===== config.mk =====
export PLATFORM = sky130hd
export DESIGN_NAME = uart_serdes_core
export DESIGN_NICKNAME = d
export VERILOG_FILES = /design/src/rtl/uart_serdes_core.sv
export SDC_FILE = /design/constraint.sdc
export NUM_CORES = 1
export LEC_CHECK = 0
export ABC_CLOCK_PERIOD_IN_PS = 2650
export BUFFER_PORTS_ARGS = -buffer_cell sky130_fd_sc_hd__buf_4
export CAP_MARGIN = 20
export CORE_UTILIZATION = 40
export CTS_CLUSTER_DIAMETER = 120
export DETAILED_ROUTE_END_ITERATION = 8
export PLACE_DENSITY_LB_ADDON = 0.25
export SYNTH_ARGS = -nofsm -noshare
export SYNTH_HDL_FRONTEND = slang
export SYNTH_SLANG_ARGS = --single-unit

===== constraint.sdc =====
create_clock -name clk -period 2.65 [get_ports clk]
set_input_delay 0.265 -clock clk [delete_from_list [all_inputs] [get_ports clk]]
set_output_delay 0.265 -clock clk [all_outputs]
set_load 0.01 [all_outputs]

===== src/rtl/uart_serdes_core.sv =====
// -----------------------------------------------------------------------------
// uart_serdes_core
// Serial front end of the UART NIC. It contains one TX serializer and one RX
// deserializer that share a clock but operate independently. Frames are:
// start bit (0), WORD_SIZE data bits LSB first, optional even parity, and a
// stop bit (1). The line idles high.
//
// Build option: define UART_PARITY_EN to add one even-parity bit after the data
// bits. When it is defined, the port rx_perr_i is also present.
//
// Ports
//   clk        in   system clock, rising edge
//   rst        in   asynchronous active-low reset
//   rx         in   serial input, asynchronous to clk
//   data_read  out  last correctly received word, held until the next one
//   rx_avbl_i  out  one-cycle pulse: data_read newly valid
//   data_send  in   word to transmit
//   tx_send_i  in   one-cycle request to send data_send (ignored while busy)
//   tx_avbl_i  out  1 = transmitter idle and able to accept a request
//   rx_perr_i  out  (UART_PARITY_EN only) one-cycle parity-mismatch pulse
//   tx         out  registered serial output
// -----------------------------------------------------------------------------
module uart_serdes_core #(
    parameter int WORD_SIZE    = 8,
    parameter int CLKS_PER_BIT = 16
) (
    input  logic                 clk,
    input  logic                 rst,
    input  logic                 rx,
    output logic [WORD_SIZE-1:0] data_read,
    output logic                 rx_avbl_i,
    input  logic [WORD_SIZE-1:0] data_send,
    input  logic                 tx_send_i,
    output logic                 tx_avbl_i,
`ifdef UART_PARITY_EN
    output logic                 rx_perr_i,
`endif
    output logic                 tx
);

    localparam int CW = $clog2(CLKS_PER_BIT);
    localparam int BW = $clog2(WORD_SIZE);
    localparam logic [CW-1:0] CNT_LAST = CW'(CLKS_PER_BIT - 1);
    // The RX start check fires one half bit in. That position is later
    // compensated by the full-bit spacing, so data samples land at bit centres.
    localparam logic [CW-1:0] CNT_HALF = CW'(CLKS_PER_BIT / 2 - 1);
    localparam logic [BW-1:0] BIT_LAST = BW'(WORD_SIZE - 1);

`ifdef UART_PARITY_EN
    // Even parity: XOR of all data bits, so that data plus parity has an even count of ones.
    function automatic logic even_parity(input logic [WORD_SIZE-1:0] d);
        return ^d;
    endfunction
`endif

    typedef enum logic [2:0] {
        TX_IDLE,
        TX_START,
        TX_DATA,
`ifdef UART_PARITY_EN
        TX_PARITY,
`endif
        TX_STOP
    } tx_state_t;

    typedef enum logic [2:0] {
        RX_IDLE,
        RX_START,
        RX_DATA,
`ifdef UART_PARITY_EN
        RX_PARITY,
`endif
        RX_STOP,
        RX_WAIT_HIGH
    } rx_state_t;

    tx_state_t              tx_state_r;
    logic [CW-1:0]          tx_cnt_r;
    logic [BW-1:0]          tx_bit_r;
    logic [WORD_SIZE-1:0]   tx_shift_r;
`ifdef UART_PARITY_EN
    logic                   tx_par_r;
    logic                   rx_perr_seen_r;
`endif

    rx_state_t              rx_state_r;
    logic [CW-1:0]          rx_cnt_r;
    logic [BW-1:0]          rx_bit_r;
    logic [WORD_SIZE-1:0]   rx_shift_r;
    logic                   rx_meta_r;
    logic                   rx_sync_r;

    // TX serializer: one bit every CLKS_PER_BIT cycles, with tx driven straight from a flop.
    always_ff @(posedge clk or negedge rst) begin
        if (!rst) begin
            tx_state_r <= TX_IDLE;
            tx_cnt_r   <= '0;
            tx_bit_r   <= '0;
            tx_shift_r <= '0;
`ifdef UART_PARITY_EN
            tx_par_r   <= 1'b0;
`endif
            tx         <= 1'b1;
            tx_avbl_i  <= 1'b1;
        end else begin
            case (tx_state_r)
                TX_IDLE: begin
                    tx        <= 1'b1;
                    tx_avbl_i <= 1'b1;
                    tx_cnt_r  <= '0;
                    tx_bit_r  <= '0;
                    if (tx_send_i) begin
                        tx_shift_r <= data_send;
`ifdef UART_PARITY_EN
                        tx_par_r   <= even_parity(data_send);
`endif
                        tx         <= 1'b0;
                        tx_avbl_i  <= 1'b0;
                        tx_state_r <= TX_START;
                    end
                end
                TX_START: begin
                    if (tx_cnt_r == CNT_LAST) begin
                        tx_cnt_r   <= '0;
                        tx         <= tx_shift_r[0];
                        tx_state_r <= TX_DATA;
                    end else begin
                        tx_cnt_r <= tx_cnt_r + CW'(1);
                    end
                end
                TX_DATA: begin
                    if (tx_cnt_r == CNT_LAST) begin
                        tx_cnt_r <= '0;
                        if (tx_bit_r == BIT_LAST) begin
                            tx_bit_r   <= '0;
`ifdef UART_PARITY_EN
                            tx         <= tx_par_r;
                            tx_state_r <= TX_PARITY;
`else
                            tx         <= 1'b1;
                            tx_state_r <= TX_STOP;
`endif
                        end else begin
                            tx_bit_r   <= tx_bit_r + BW'(1);
                            tx_shift_r <= {1'b0, tx_shift_r[WORD_SIZE-1:1]};
                            tx         <= tx_shift_r[1];
                        end
                    end else begin
                        tx_cnt_r <= tx_cnt_r + CW'(1);
                    end
                end
`ifdef UART_PARITY_EN
                TX_PARITY: begin
                    if (tx_cnt_r == CNT_LAST) begin
                        tx_cnt_r   <= '0;
                        tx         <= 1'b1;
                        tx_state_r <= TX_STOP;
                    end else begin
                        tx_cnt_r <= tx_cnt_r + CW'(1);
                    end
                end
`endif
                TX_STOP: begin
                    if (tx_cnt_r == CNT_LAST) begin
                        tx_cnt_r   <= '0;
                        tx         <= 1'b1;
                        tx_avbl_i  <= 1'b1;
                        tx_state_r <= TX_IDLE;
                    end else begin
                        tx_cnt_r <= tx_cnt_r + CW'(1);
                    end
                end
                default: begin
                    tx_state_r <= TX_IDLE;
                    tx_cnt_r   <= '0;
                    tx_bit_r   <= '0;
                    tx         <= 1'b1;
                    tx_avbl_i  <= 1'b1;
                end
            endcase
        end
    end

    // Two-flop synchronizer for rx. Its reset value is idle-high, so that reset is not seen as a start bit.
    always_ff @(posedge clk or negedge rst) begin
        if (!rst) begin
            rx_meta_r <= 1'b1;
            rx_sync_r <= 1'b1;
        end else begin
            rx_meta_r <= rx;
            rx_sync_r <= rx_meta_r;
        end
    end

    // RX deserializer. IDLE is only re-entered once the line has been seen high,
    // so a low level in IDLE always means a fresh falling edge.
    always_ff @(posedge clk or negedge rst) begin
        if (!rst) begin
            rx_state_r     <= RX_IDLE;
            rx_cnt_r       <= '0;
            rx_bit_r       <= '0;
            rx_shift_r     <= '0;
            data_read      <= '0;
            rx_avbl_i      <= 1'b0;
`ifdef UART_PARITY_EN
            rx_perr_i      <= 1'b0;
            rx_perr_seen_r <= 1'b0;
`endif
        end else begin
            rx_avbl_i <= 1'b0;
`ifdef UART_PARITY_EN
            rx_perr_i <= 1'b0;
`endif
            case (rx_state_r)
                RX_IDLE: begin
                    rx_cnt_r <= '0;
                    rx_bit_r <= '0;
`ifdef UART_PARITY_EN
                    rx_perr_seen_r <= 1'b0;
`endif
                    if (!rx_sync_r) begin
                        rx_state_r <= RX_START;
                    end
                end
                RX_START: begin
                    if (rx_cnt_r == CNT_HALF) begin
                        rx_cnt_r   <= '0;
                        // If the line is high at the middle of the start bit, it was a glitch.
                        rx_state_r <= rx_sync_r ? RX_IDLE : RX_DATA;
                    end else begin
                        rx_cnt_r <= rx_cnt_r + CW'(1);
                    end
                end
                RX_DATA: begin
                    if (rx_cnt_r == CNT_LAST) begin
                        rx_cnt_r   <= '0;
                        rx_shift_r <= {rx_sync_r, rx_shift_r[WORD_SIZE-1:1]};
                        if (rx_bit_r == BIT_LAST) begin
                            rx_bit_r   <= '0;
`ifdef UART_PARITY_EN
                            rx_state_r <= RX_PARITY;
`else
                            rx_state_r <= RX_STOP;
`endif
                        end else begin
                            rx_bit_r <= rx_bit_r + BW'(1);
                        end
                    end else begin
                        rx_cnt_r <= rx_cnt_r + CW'(1);
                    end
                end
`ifdef UART_PARITY_EN
                RX_PARITY: begin
                    if (rx_cnt_r == CNT_LAST) begin
                        rx_cnt_r   <= '0;
                        rx_state_r <= RX_STOP;
                        if (rx_sync_r != even_parity(rx_shift_r)) begin
                            rx_perr_i      <= 1'b1;
                            rx_perr_seen_r <= 1'b1;
                        end
                    end else begin
                        rx_cnt_r <= rx_cnt_r + CW'(1);
                    end
                end
`endif
                RX_STOP: begin
                    if (rx_cnt_r == CNT_LAST) begin
                        rx_cnt_r <= '0;
                        if (rx_sync_r) begin
`ifdef UART_PARITY_EN
                            if (!rx_perr_seen_r) begin
                                data_read <= rx_shift_r;
                                rx_avbl_i <= 1'b1;
                            end
`else
                            data_read  <= rx_shift_r;
                            rx_avbl_i  <= 1'b1;
`endif
                            rx_state_r <= RX_IDLE;
                        end else begin
                            rx_state_r <= RX_WAIT_HIGH;
                        end
                    end else begin
                        rx_cnt_r <= rx_cnt_r + CW'(1);
                    end
                end
                RX_WAIT_HIGH: begin
                    rx_cnt_r <= '0;
                    if (rx_sync_r) begin
                        rx_state_r <= RX_IDLE;
                    end
                end
                default: begin
                    rx_state_r <= RX_IDLE;
                    rx_cnt_r   <= '0;
                    rx_bit_r   <= '0;
                end
            endcase
        end
    end

endmodule


# [Yosys cells after proc, flatten, opt, wreduce, memory -nomap -nowiden]
# Cells that the tools add are included.
[word_totals] regBits=49 wordCells=102 inputBits=12
[op_classes] n_reduce_logical=17 mux=40 n_bitwise=3 n_eq_ne=24 add_sub_neg=4
[ops] operator="two-way mux 3 bit" n=16
[ops] operator="two-way mux 8 bit" n=3
[ops] operator="inequality test 2 bit (second input constant)" n=12
[ops] operator="two-way mux 4 bit" n=4
[ops] operator="case mux 8 bit (2 select lines)" n=1
[ops] operator="case mux 3 bit (5 select lines)" n=1
[ops] operator="== test 3 x 2 -> 1 bit (second input constant)" n=4
[ops] operator="case mux 3 bit (2 select lines)" n=2
[ops] operator="case mux 3 bit (4 select lines)" n=1
[ops] operator="== test 3 bit (second input constant)" n=3
[ops] operator="adder 4 x 1 -> 4 bit (second input constant)" n=2
[ops] operator="== test 4 bit (second input constant)" n=2
[ops] operator="two-way mux 1 bit" n=8
[ops] operator="case mux 4 bit (2 select lines)" n=1
[ops] operator="AND reduction 2 bit" n=4
[ops] operator="adder 3 x 1 -> 3 bit (second input constant)" n=2
[ops] operator="== test 3 x 1 -> 1 bit (second input constant)" n=2
[ops] operator="zero test 3 bit" n=2
[ops] operator="AND reduction 3 bit" n=2
[ops] operator="AND reduction 6 bit" n=1
[ops] operator="OR reduction 2 bit" n=3
[ops] operator="OR reduction 3 bit" n=2
[ops] operator="AND reduction 5 bit" n=1
[ops] operator="== test 4 x 3 -> 1 bit (second input constant)" n=1
[ops] operator="6 further kinds" n=8

# [Depth between registers and ports, before layout]
# Gate-level depths: netlist of run 1.
[logic_depth] depth_word=4 ltp_mapped=6 mapped_depth_nobuf=5

# [Worst setup path before layout of run 1]
# No wires, ideal clock.
[synth_timing] path_type="register to register" start="reg tx_state_r[0]" end="reg tx_shift_r[2]" synth_period_minus_slack_ns=1.751 t_arrival_ns=1.612 setup_time_ns=0.139 stages_incl_launch_ff=7 slack_ns=0.899 cell_sequence="dfrtp_1 > inv_1 > ha_1 > and2_1 > clkbuf_1 > nor4_1 > or4_1"
[synth_between] elab_chain_cells=3
[synth_rtl] element="start: declaration" line="77" source="tx_state_t tx_state_r;"
[synth_rtl] element="start signal: assignment" line="96" source="tx_state_r <= TX_IDLE;"
[synth_rtl] element="start signal: assignment" line="119" source="tx_state_r <= TX_START;"
[synth_rtl] element="start signal: assignment" line="126" source="tx_state_r <= TX_DATA;"
[synth_rtl] element="== test 3 x 2 -> 1 bit / zero test 3 bit (equally long branches)" line="106" source="case (tx_state_r)"
[synth_rtl] element="inequality test 2 bit (no line) / nonzero test 2 bit (equally long branches)"
[synth_rtl] element="AND reduction 4 bit (no line)"
[synth_rtl] element="end signal: assignment" line="113" source="tx_shift_r <= data_send;"
[synth_rtl] element="end signal: assignment" line="145" source="tx_shift_r <= {1'b0, tx_shift_r[WORD_SIZE-1:1]};"
[synth_rtl] element="end: declaration" line="80" source="logic [WORD_SIZE-1:0] tx_shift_r;"
# Parallel ways exist; a longest one is shown, timed or not.
# A chain may end at the register's enable or synchronous reset.

# [Worst setup path in the final report of run 1]
[layout_timing] start="reg tx_state_r[0]" end="reg tx_shift_r[3]"
# The elaborated chain is that of the path after synthesis.

==> summary.md, run 1 <==
| Metric | Value |
|---|---|
| Worst r2r dst | `tx_shift_r[3]` |
| Final Hold Viols | `0` |
| Clk_skew | `between 0.006 and 0.007 ns` |
| Fin Setup TNS | `0 ns` |
| Drt drc | `0` |
| Final setup margin | `between 0.6 and 0.7 ns` |
| Routed len/inst | `14.6 um` |
| Reg2reg path depth | `5` |
| Gp weighted congestion | `~0.75` |
| Layout cell share with drive strength beyond 1 | `0.260` |
| Worst slew pin tran | `slightly above 0.6 ns` |
| Worst Setup Path Type | `register to register` |
| Initial antenna violation count | `0` |
| F_max | `0.492 GHz` |
| Yosys top cell area share | `0.444` |
| Worst Setup Start Kind | `register` |
| CP arrival | `2.21 ns` |
| CTS Buf Count | `5` |
| Levels on crit path | `5` |
| Combinational family with the most area after synthesis | `simple AND/OR/NAND/NOR gates` |
| Pin count of the biggest net entering global routing | `between 40 and 50` |
| Mapped Area | `approximately 2500 um2` |
| Seq/Total Area, Yosys | `0.486` |
| I/O Buffers | `22` |
| Post-synth EDFFs | `0` |
| Final ANT Viol Nets | `0` |
| First-pass GRT wire length | `8.03 mm` |
| # setup viols final | `0` |
| FF+latch count, synth | `between 40 and 50` |
| Worst Setup End Kind | `register` |
| Worst setup path start | `tx_state_r[0]` |
| Power density over cell area | `591 nW/um2` |
| Core area | `5960 um2` |
| Leakage power | `0.00132 uW` |
| Most common cell in the netlist | `dfrtp_1` |
| # IOs | `23` |
| Vias in the first global route | `1711` |
| Post-cts sizing count | `0` |
| Dpl cells | `308` |
| Area Growth Syn to Fin | `13.2%` |
| TritonCTS clock tree | `done` |
| Via count | `1752` |
| Max-cap violations | `0` |
| Post-synth top area cell | `dfrtp_1` |
| Reg clk slew, reported paths | `approximately 0.09 ns` |
| Max stage delay on crit path | `around 0.52 ns` |
| WL final | `4.62 mm` |
| Max-slew violations | `0` |
| Slowest CP cell | `nor2b_1` |
| Synth cell count leaders | `dfrtp_1 (44), mux2_2 (18), a21oi_1 (13), ha_1 (13), inv_1 (10)` |
| Crit path max-delay family | `simple AND/OR/NAND/NOR gates` |
| First-pass iteration count of the detailed router | `4` |
| Syn Inst Count | `between 200 and 250` |
| Die area | `around 6500 um2` |
| Clock latency on the worst-skew pair | `0.30 ns` |
| Most area-consuming cells after synthesis | `dfrtp_1 (44%), mux2_2 (8.2%), ha_1 (6.6%), dfstp_2 (4.2%), a21oi_1 (2.6%)` |
| Min cycle time layout | `2.03 ns` |
| WP data required | `2.83 ns` |
| H-tree depth | `2` |
| XOR/XNOR Fraction of Synth Area | `0.0141` |
| Multiplexer share of the synthesized area | `0.0857` |
| Post-synth ARST share | `1.00` |
| Max clock buf depth | `2` |
| Run status | `finished clean` |
| Top FF cell, synth | `dfrtp_1` |
| Adder-cell share of the synthesized area | `0.0655` |
| DR iter-0 viols | `70` |
| Starting Density | `0.417` |
| Final net count | `roughly 270` |
| Simple-gate share of the synthesized area | `0.169` |
| Number of synthesis warnings | `0` |
| Post-synth cell types | `57` |
| Area of the multi-input gates | `1160 um2` |
| Ordered list of cells on the worst path | `inv_1, ha_1, nor2b_1, nor4_1, or4_1` |
| FILL cells | `556` |
| Site row count | `28` |
| Reg2reg start | `tx_state_r[0]` |
| Syn avg cell area | `11.2 um2` |
| Hold Path Class | `primary input to register` |
| Synth Area in Compound Gates | `0.135` |
| VDD IR max | `0.000338 V` |
| Slew headroom | `0.589` |
| Die Height | `slightly above 80 um` |
| Post-route insts no fill | `317` |
| Post-route clock period utilization | `0.768` |
| Flop-to-flop setup slack | `approximately 0.62 ns` |
| Clock root cell | `clkbuf_8` |
| DP Wirelength | `3.19 mm` |
| Crit path buf inv count | `1` |
| Die X | `80.8 um` |
| Setup Fix Bufs, Post-CTS | `0` |
| Vias per cell | `5.53` |
| Leftover overflow at the end of global routing | `0` |
| Pre-CTS setup slack | `about 0.64 ns` |
| Diodes inserted | `0` |
| Max FO, Critical Path | `9` |
| Total track usage | `0.159` |
| CTS sink cnt | `between 40 and 50` |
| Syn Nets | `247` |
| Setup crit end | `tx_shift_r[3]` |
| Reg area | `between 1000 and 1500 um2` |
| RSZ-0062 raised after global routing | `false` |
-- state kept, by name, summed over array words and instances, names as in the netlist, 3 cells and up --
name / count
data_read: 8
rx_bit_r: 3
rx_cnt_r: 4
rx_shift_r: 8
rx_state_r: 3
tx_bit_r: 3
tx_cnt_r: 4
tx_shift_r: 8
-- routing by layer --
metal	track usage	part of all wire	up-vias
met5	0	0	-
met4	0.0536	0.015	0
met3	0.0427	0.046	8
met2	0.247	0.46	43
met1	0.215	0.48	847
li1	-	-	854
-- metrics by stage --
stage	util	hold WS [ns]	cell area, um2	power [uW]
6_report	0.472	0.0671	2810	1660
5_1_grt	0.472	0.0486	2810	1760
4_1_cts	0.472	0.0551	2810	1690
3_5_place_dp	0.451	0.325	2690	1140
3_3_place_gp	0.451	0.319	2690	1130
2_1_floorplan	-	-0.0306	2480	1100
-- cell families (layout without fill, tap and decap cells) --
family	count (synthesis)	after routing
compound gates	47	47
buf+inv	24	44
mux	19	19
simple gates	67	67
fa+ha+maj	13	13
xor+xnor	4	4
flops	48	48
-- cell usage in the layout, fill, tap and decap left out, drive strengths merged, types with 2 or more instances in the layout --
cell	n
a221oi	2
or4	4
ha	13
clkbuf	5
dfrtp	44
inv	12
o21ai	7
a22o	3
dfstp	4
nand2	9
nand2b	8
a221o	3
a21boi	2
o32ai	3
nor3	6
nor2b	2
nor4	5
nor3b	3
a21oi	13
nand4	3
nand3	9
xnor2	3
o221ai	2
nor2	7
and2	2
buf	24
and3	3
mux2	18
-- worst register-to-register path, cell delays in order (launching register included) --
cell	delay, ns
dfrtp_1	0.43
inv_1	0.14
ha_1	0.18
nor2b_1	0.52
nor4_1	0.13
or4_1	0.50
-- worst min path at each step --
| stage | slack [ns] | start | cells after the start | to |
|---|---|---|---|---|
| 4_1_cts | 0.06 | rx | 1 | rx_meta_r |
| 5_1_grt | 0.05 | rx | 1 | rx_meta_r |
| 6_report | 0.07 | rx | 1 | rx_meta_r |
| 3_3_place_gp | 0.32 | rst | 1 | rx_state_r[1] |
| 2_1_floorplan | -0.03 | rst | 0 | data_read[0] |
| 3_5_place_dp | 0.32 | rst | 1 | rx_state_r[1] |
-- report_power, final --
part           internal (uW)  switching [uW]
Clock                    284             259
Combinational            113             124
Sequential               794            86.2
Total                   1190             469
-- area by class of cell --
| class | count | share of cell area |
|---|---|---|
| Inverter | 11 | 0.0147 |
| Tap cell | 75 | 0.0334 |
| Multi-Input combinational cell | 150 | 0.414 |
| Clock inverter | 3 | 0.0165 |
| Sequential cell | 48 | 0.429 |
| Timing Repair Buffer | 25 | 0.0677 |
| Clock buffer | 5 | 0.0245 |
-- timing repair --
item	4_1_cts	5_1_grt
endpoints found under the setup margin	0	0
hold endpoints to repair	44	0
hold buffers	1	0
Power figures use the tool's default switching activity.
==> inputs of run 2 (changes only) <==
--- a/config.mk
+++ b/config.mk
@@ -5,7 +5,7 @@
 export SDC_FILE = /design/constraint.sdc
 export NUM_CORES = 1
 export LEC_CHECK = 0
-export ABC_CLOCK_PERIOD_IN_PS = 2650
+export ABC_CLOCK_PERIOD_IN_PS = 2100
 export BUFFER_PORTS_ARGS = -buffer_cell sky130_fd_sc_hd__buf_4
 export CAP_MARGIN = 20
 export CORE_UTILIZATION = 40
==> constraint.sdc (replaced) <==
create_clock -name clk -period 2.1 [get_ports clk]
set_input_delay 0.21 -clock clk [delete_from_list [all_inputs] [get_ports clk]]
set_output_delay 0.21 -clock clk [all_outputs]
set_load 0.01 [all_outputs]
==> run 2 against run 1 <==
  * Die area stayed put
  * Worst setup slack worse by 0.47 ns
  * Final cell count is 2.2% higher
  * Via count is 1.3% lower
  * First-iteration DRC count is 26% lower
  * Non-clock buffer count is 7 higher
  * Critical path type unchanged
  * Highest routed layer unchanged
==> summary.md, run 2 (same netlist as run 1, synthesis figures left out) <==
| Metric | Value |
|---|---|
| Core area | `5960 um2` |
| Max-slew violations | `0` |
| Vias in the first global route | `1665` |
| Clock latency on the worst-skew pair | `slightly above 0.3 ns` |
| Setup Fix Bufs, Post-CTS | `0` |
| F_max | `0.512 GHz` |
| First-pass GRT wire length | `8.03 mm` |
| CP arrival | `2.13 ns` |
| I/O Buffers | `22` |
| Highest-count cells in the layout ignoring fill and taps | `dfrtp_1 (44), buf_4 (30), mux2_2 (18)` |
| Max FO, Critical Path | `9` |
| Gp weighted congestion | `0.841` |
| Slowest CP cell | `or4_1` |
| Power density over cell area | `738 nW/um2` |
| Crit path buf inv count | `1` |
| DR iter-0 viols | `between 50 and 60` |
| Die X | `slightly above 80 um` |
| Total track usage | `0.161` |
| CTS sink cnt | `48` |
| Clock root cell | `clkbuf_8` |
| H-tree depth | `2` |
| Slew headroom | `0.600` |
| Die Height | `80.8 um` |
| WL final | `approximately 4.6 mm` |
| RSZ-0062 raised after global routing | `false` |
| Ordered list of cells on the worst path | `inv_1, ha_1, and2_1, nor4_1, or4_1` |
| Max-cap violations | `0` |
| FILL cells | `545` |
| Area of the multi-input gates | `about 1200 um2` |
| Run status | `finished clean` |
| CTS Buf Count | `5` |
| Site row count | `28` |
| Worst Setup Start Kind | `register` |
| Clk_skew | `roughly 0.012 ns` |
| Worst Setup End Kind | `register` |
| Final ANT Viol Nets | `0` |
| Final net count | `273` |
| Reg2reg path depth | `5` |
| Flop-to-flop setup slack | `0.15 ns` |
| Reg2reg start | `tx_state_r[0]` |
| Drt drc | `0` |
| Final Hold Viols | `0` |
| VDD IR max | `0.000431 V` |
| Initial antenna violation count | `0` |
| Hold path cells | `2` |
| Worst r2r dst | `tx_shift_r[3]` |
| First-pass iteration count of the detailed router | `4` |
| Layout cell share with drive strength beyond 1 | `0.277` |
| Routed len/inst | `14.2 um` |
| Crit path max-delay family | `simple AND/OR/NAND/NOR gates` |
| Leftover overflow at the end of global routing | `0` |
| Worst slew pin tran | `0.599 ns` |
| Design Area, Final | `2870 um2` |
| Area Growth Syn to Fin | `15.5%` |
| # setup viols final | `0` |
| Worst hold path endpoint | `tx_shift_r[7]` |
| Die area | `approximately 6500 um2` |
| Max stage delay on crit path | `0.49 ns` |
| Leakage power | `0.00135 uW` |
| Diodes inserted | `0` |
| Fin Setup TNS | `0 ns` |
| Biggest regs | `data_read: 8 flops, rx_shift_r: 8 flops, tx_shift_r: 8 flops` |
| Worst Setup Path Type | `register to register` |
| Hold Crit Start | `data_send[7]` |
| Pin count of the biggest net entering global routing | `49` |
| Starting Density | `0.417` |
| Reg clk slew, reported paths | `0.09 ns` |
| Via count | `1729` |
| Min cycle time layout | `1.95 ns` |
| # IOs | `23` |
| Reg area | `1210 um2` |
| Commonest non-fill, non-tap cell in the layout | `dfrtp_1` |
| DP Wirelength | `3.26 mm` |
| Max clock buf depth | `2` |
| Post-route clock period utilization | `0.930` |
| TritonCTS clock tree | `done` |
| Vias per cell | `approximately 5.3` |
| Dpl cell area | `2730 um2` |
| WP data required | `2.27 ns` |
| Hold Path Class | `primary input to register` |
-- run 2: cell types whose count changed in the layout (fill, tap and decap cells not counted), sizes merged --
cell         previous run  this run
buf                    24        30
clkinv                  0         2
clkinvlp                1         0
dlygate4sd3             1         2
inv                    12        11
-- run 2: power by group --
group | leakage [uW] | internal, uW | total [uW] | switching, uW
registers | 0.000602 | 1000 | 1090 | 91.8
clock network | 0.0000583 | 359 | 682 | 324
logic | 0.000694 | 159 | 339 | 181
-- run 2: cell type report --
class,count,area share
multi-input combinational,150,0.406
tap,75,0.0327
clock inverter,3,0.0166
inverter,11,0.0144
timing repair buffer,32,0.0856
clock buffer,5,0.0240
sequential,48,0.421
-- run 2: routing by layer --
metal	share of wire	global-route usage	wire length (um)
met1	0.52	0.231	2390
met2	0.44	0.246	2040
met3	0.036	0.0438	165
met4	0.0050	0.0268	23
met5	0	0	0
-- run 2: how the worst max path moves through the flow --
stage,startpoint,endpoint,slack [ns],depth (start not counted)
floorplan,tx_state_r[0],tx_shift_r[2],0.35,6
global placement,tx_state_r[0],tx_shift_r[2],0.25,5
detailed placement,tx_state_r[0],tx_shift_r[2],0.18,5
CTS,tx_state_r[0],tx_shift_r[3],0.16,5
global route,tx_state_r[0],tx_shift_r[3],0.03,5
finish,tx_state_r[0],tx_shift_r[3],0.15,5
-- run 2: what timing repair did --
action | in CTS | in global routing
resized for setup | 0 | 0
hold buffers | 1 | 1
hold endpoints to repair | 44 | 1
-- run 2: metrics by stage --
| step | std cells | utilization | total power, uW | setup WS, ns | hold slack, ns |
|---|---|---|---|---|---|
| floorplan | 222 | - | 1390 | 0.349 | -0.0856 |
| global route | 324 | 0.481 | 2240 | 0.0321 | 0.133 |
| global placement | 314 | 0.458 | 1450 | 0.252 | 0.266 |
| detailed placement | 314 | 0.458 | 1450 | 0.182 | 0.268 |
| CTS | 323 | 0.480 | 2140 | 0.157 | 0.00262 |
| finish | 324 | 0.481 | 2120 | 0.147 | 0.128 |
==> inputs of run 3 (changes only) <==
--- a/config.mk
+++ b/config.mk
@@ -5,12 +5,14 @@
 export SDC_FILE = /design/constraint.sdc
 export NUM_CORES = 1
 export LEC_CHECK = 0
+export ABC_AREA = 1
 export ABC_CLOCK_PERIOD_IN_PS = 2100
 export BUFFER_PORTS_ARGS = -buffer_cell sky130_fd_sc_hd__buf_4
 export CAP_MARGIN = 20
 export CORE_UTILIZATION = 40
 export CTS_CLUSTER_DIAMETER = 120
 export DETAILED_ROUTE_END_ITERATION = 8
+export HOLD_SLACK_MARGIN = 0.05
 export PLACE_DENSITY_LB_ADDON = 0.25
 export SYNTH_ARGS = -nofsm -noshare
 export SYNTH_HDL_FRONTEND = slang
==> run 3 against run 2 <==
  * Clock-buffer cell count is the same
  * Highest routed layer unchanged
  * Worst setup slack gained 0.34 ns
  * Critical path depth grew 4
  * Area after synthesis shrank 4.0%
  * Hold slack gained 0.032 ns
  * Clock power shrank 0.7%
  * Critical endpoint is now tx_state_r[0]
  * Clock skew shrank 0.0069 ns
  * Sequential cell count is the same
  * Final cell count grew 7.4%
  * Die area shrank 3.9%
  * First-iteration DRC count grew 94%
  * Total power grew 55%
==> summary.md, run 3 <==
| Metric | Value |
|---|---|
| Final ANT Viol Nets | `0` |
| Worst slew pin tran | `0.608 ns` |
| Hold path cells | `4` |
| Leakage power | `0.00139 uW` |
| DP Wirelength | `around 2.7 mm` |
| Design Area, Final | `2740 um2` |
| Power density over cell area | `1200 nW/um2` |
| Die X | `79.2 um` |
| Mapped Area | `between 2000 and 2500 um2` |
| Clk_skew | `roughly 0.0055 ns` |
| Clock share of power | `0.207` |
| Reg2reg path depth | `9` |
| Max-cap violations | `0` |
| Syn Nets | `~270` |
| Vias per cell | `4.60` |
| Commonest non-fill, non-tap cell in the layout | `nand2_1` |
| Post-synth ARST share | `1.00` |
| Most area-consuming cells after synthesis | `dfrtp_1 (46%), nand2_1 (9.1%), ha_1 (6.8%), o21ai_2 (5.9%), dfstp_2 (4.4%)` |
| RSZ-0062 raised after global routing | `false` |
| Max FO, Critical Path | `10` |
| Yosys top cell area share | `0.462` |
| Internal | `2010 uW` |
| Sw frac | `0.385` |
| Final Hold Viols | `0` |
| Drt drc | `0` |
| Run status | `finished clean` |
| Gp weighted congestion | `0.863` |
| Most common cell in the netlist | `nand2_1` |
| Slew headroom | `0.595` |
| Worst Setup Start Kind | `register` |
| Final core occ | `0.488` |
| Die area | `6270 um2` |
| Total track usage | `0.147` |
| Top FF cell, synth | `dfrtp_1` |
| CTS sink cnt | `48` |
| Core area | `5610 um2` |
| Post-synth cell types | `27` |
| H-tree depth | `2` |
| # setup viols final | `0` |
| TritonCTS clock tree | `done` |
| Sequential power share | `0.412` |
| Hold Crit Start | `tx_send_i` |
| Highest-count cells in the layout ignoring fill and taps | `nand2_1 (58), dfrtp_1 (44), inv_1 (23), buf_4 (23)` |
| Final net count | `300` |
| First-pass iteration count of the detailed router | `4` |
| CTS Buf Count | `5` |
| Clock latency on the worst-skew pair | `0.30 ns` |
| Dpl cell area | `between 2000 and 3000 um2` |
| Via count | `approximately 1600` |
| Site row count | `27` |
| Synth cell count leaders | `nand2_1 (58), dfrtp_1 (44), inv_1 (23)` |
| Clock root cell | `clkbuf_8` |
| First-pass GRT wire length | `7.11 mm` |
| Max-slew violations | `0` |
| Worst Setup End Kind | `register` |
| WL final | `3.83 mm` |
| Reg area | `between 1000 and 1500 um2` |
| Comb power frac | `0.382` |
| Fin Setup TNS | `0 ns` |
| Pin count of the biggest net entering global routing | `49` |
| Vias in the first global route | `1584` |
| Die Height | `79.2 um` |
| Pwr Total | `3280 uW` |
| CP arrival | `approximately 1.8 ns` |
| Post-route clock period utilization | `0.768` |
| FF+latch count, synth | `48` |
| Area Growth Syn to Fin | `14.8%` |
| Post-cts sizing count | `0` |
| Syn Inst Count | `about 250` |
| Hold Path Class | `primary input to register` |
| I/O Buffers | `22` |
| Starting Density | `0.425` |
| Seq/Total Area, Yosys | `0.506` |
| Pre-CTS setup slack | `0.506 ns` |
| Diodes inserted | `0` |
| Post-synth EDFFs | `0` |
| Final setup margin | `0.488 ns` |
| Biggest regs | `data_read: 8 flops, rx_shift_r: 8 flops, tx_shift_r: 8 flops` |
| WP data required | `2.28 ns` |
| FILL cells | `around 540` |
| Area of the multi-input gates | `about 1000 um2` |
| Min cycle time layout | `1.61 ns` |
| Layout cell share with drive strength beyond 1 | `0.254` |
| Reg2reg start | `tx_state_r[0]` |
| Initial antenna violation count | `0` |
| Flop-to-flop setup slack | `0.49 ns` |
| Reg clk slew, reported paths | `0.09 ns` |
| Syn avg cell area | `~9.6 um2` |
| DR iter-0 viols | `101` |
| F_max | `0.620 GHz` |
| Max clock buf depth | `2` |
| P_sw | `approximately 1300 uW` |
| Leftover overflow at the end of global routing | `0` |
| Post-synth top area cell | `dfrtp_1` |
| Worst setup path start | `tx_state_r[0]` |
| # IOs | `23` |
| Routed len/inst | `11.0 um` |
| VDD IR max | `0.000570 V` |
| Worst Setup Path Type | `register to register` |
| Number of synthesis warnings | `0` |
[run 3: logic make-up (layout without fill, tap and decap cells)]
family,Yosys count,in the layout,share of synthesized area
AOI/OAI and AO/OA,41,41,0.111
DFF,48,48,0.506
buffers and inverters,32,61,0.0630
adders and majority gates,13,13,0.0683
muxes,6,6,0.0252
xor gates and xnor gates,2,2,0.00735
and+or+nand+nor,105,105,0.218
[run 3: layout make-up]
type / count / area share
repair buffers: 25 / 0.0704
inverters: 28 / 0.0384
flip-flops and latches: 48 / 0.441
clock inverters: 3 / 0.0169
multi-input cells: 167 / 0.375
clock buffers: 5 / 0.0252
well taps: 72 / 0.0329
[run 3: worst paths after layout]
path | to
min reg2reg | rx_sync_r
max reg2reg | tx_state_r[0]
min in group asynchronous | tx_cnt_r[2]
max | tx_state_r[0]
max in group asynchronous | tx_shift_r[2]
min | tx_avbl_i
[run 3: worst max-delay path: stages, from the launching register on]
cell and delay, ns:
dfrtp_1 0.43, inv_1 0.11, ha_1 0.23, buf_4 0.19
inv_2 0.08, nand2_1 0.07, nand2_1 0.09, nand3b_1 0.14
nand2_1 0.08, o21ai_0 0.07
[run 3: power by group through the flow]
stage | sequential, uW | combinational [uW] | clock, uW
floorplan | 1340 | 1050 | 0
global placement | 1360 | 1250 | 0
detailed placement | 1370 | 1250 | 0
CTS | 1350 | 1260 | 711
global route | 1390 | 1460 | 738
finish | 1350 | 1250 | 677
[run 3: timing repair]
item	4_1_cts	5_1_grt
hold endpoints to repair	45	0
setup buffers	0	0
hold buffers	2	0
[run 3: metrics by stage]
stage | cells | hold WS, ns
detailed placement | 338 | 0.265
floorplan | 247 | -0.0856
global route | 348 | 0.196
finish | 348 | 0.160
CTS | 348 | 0.152
global placement | 338 | 0.271
[run 3: metal layers]
layer  track usage  vias to the layer above  part of all wire
met5             0                        -                 0
met2         0.225                       22              0.46
li1              -                      847                 -
met4        0.0545                        0            0.0099
met1         0.201                      731              0.50
met3        0.0345                        2             0.029
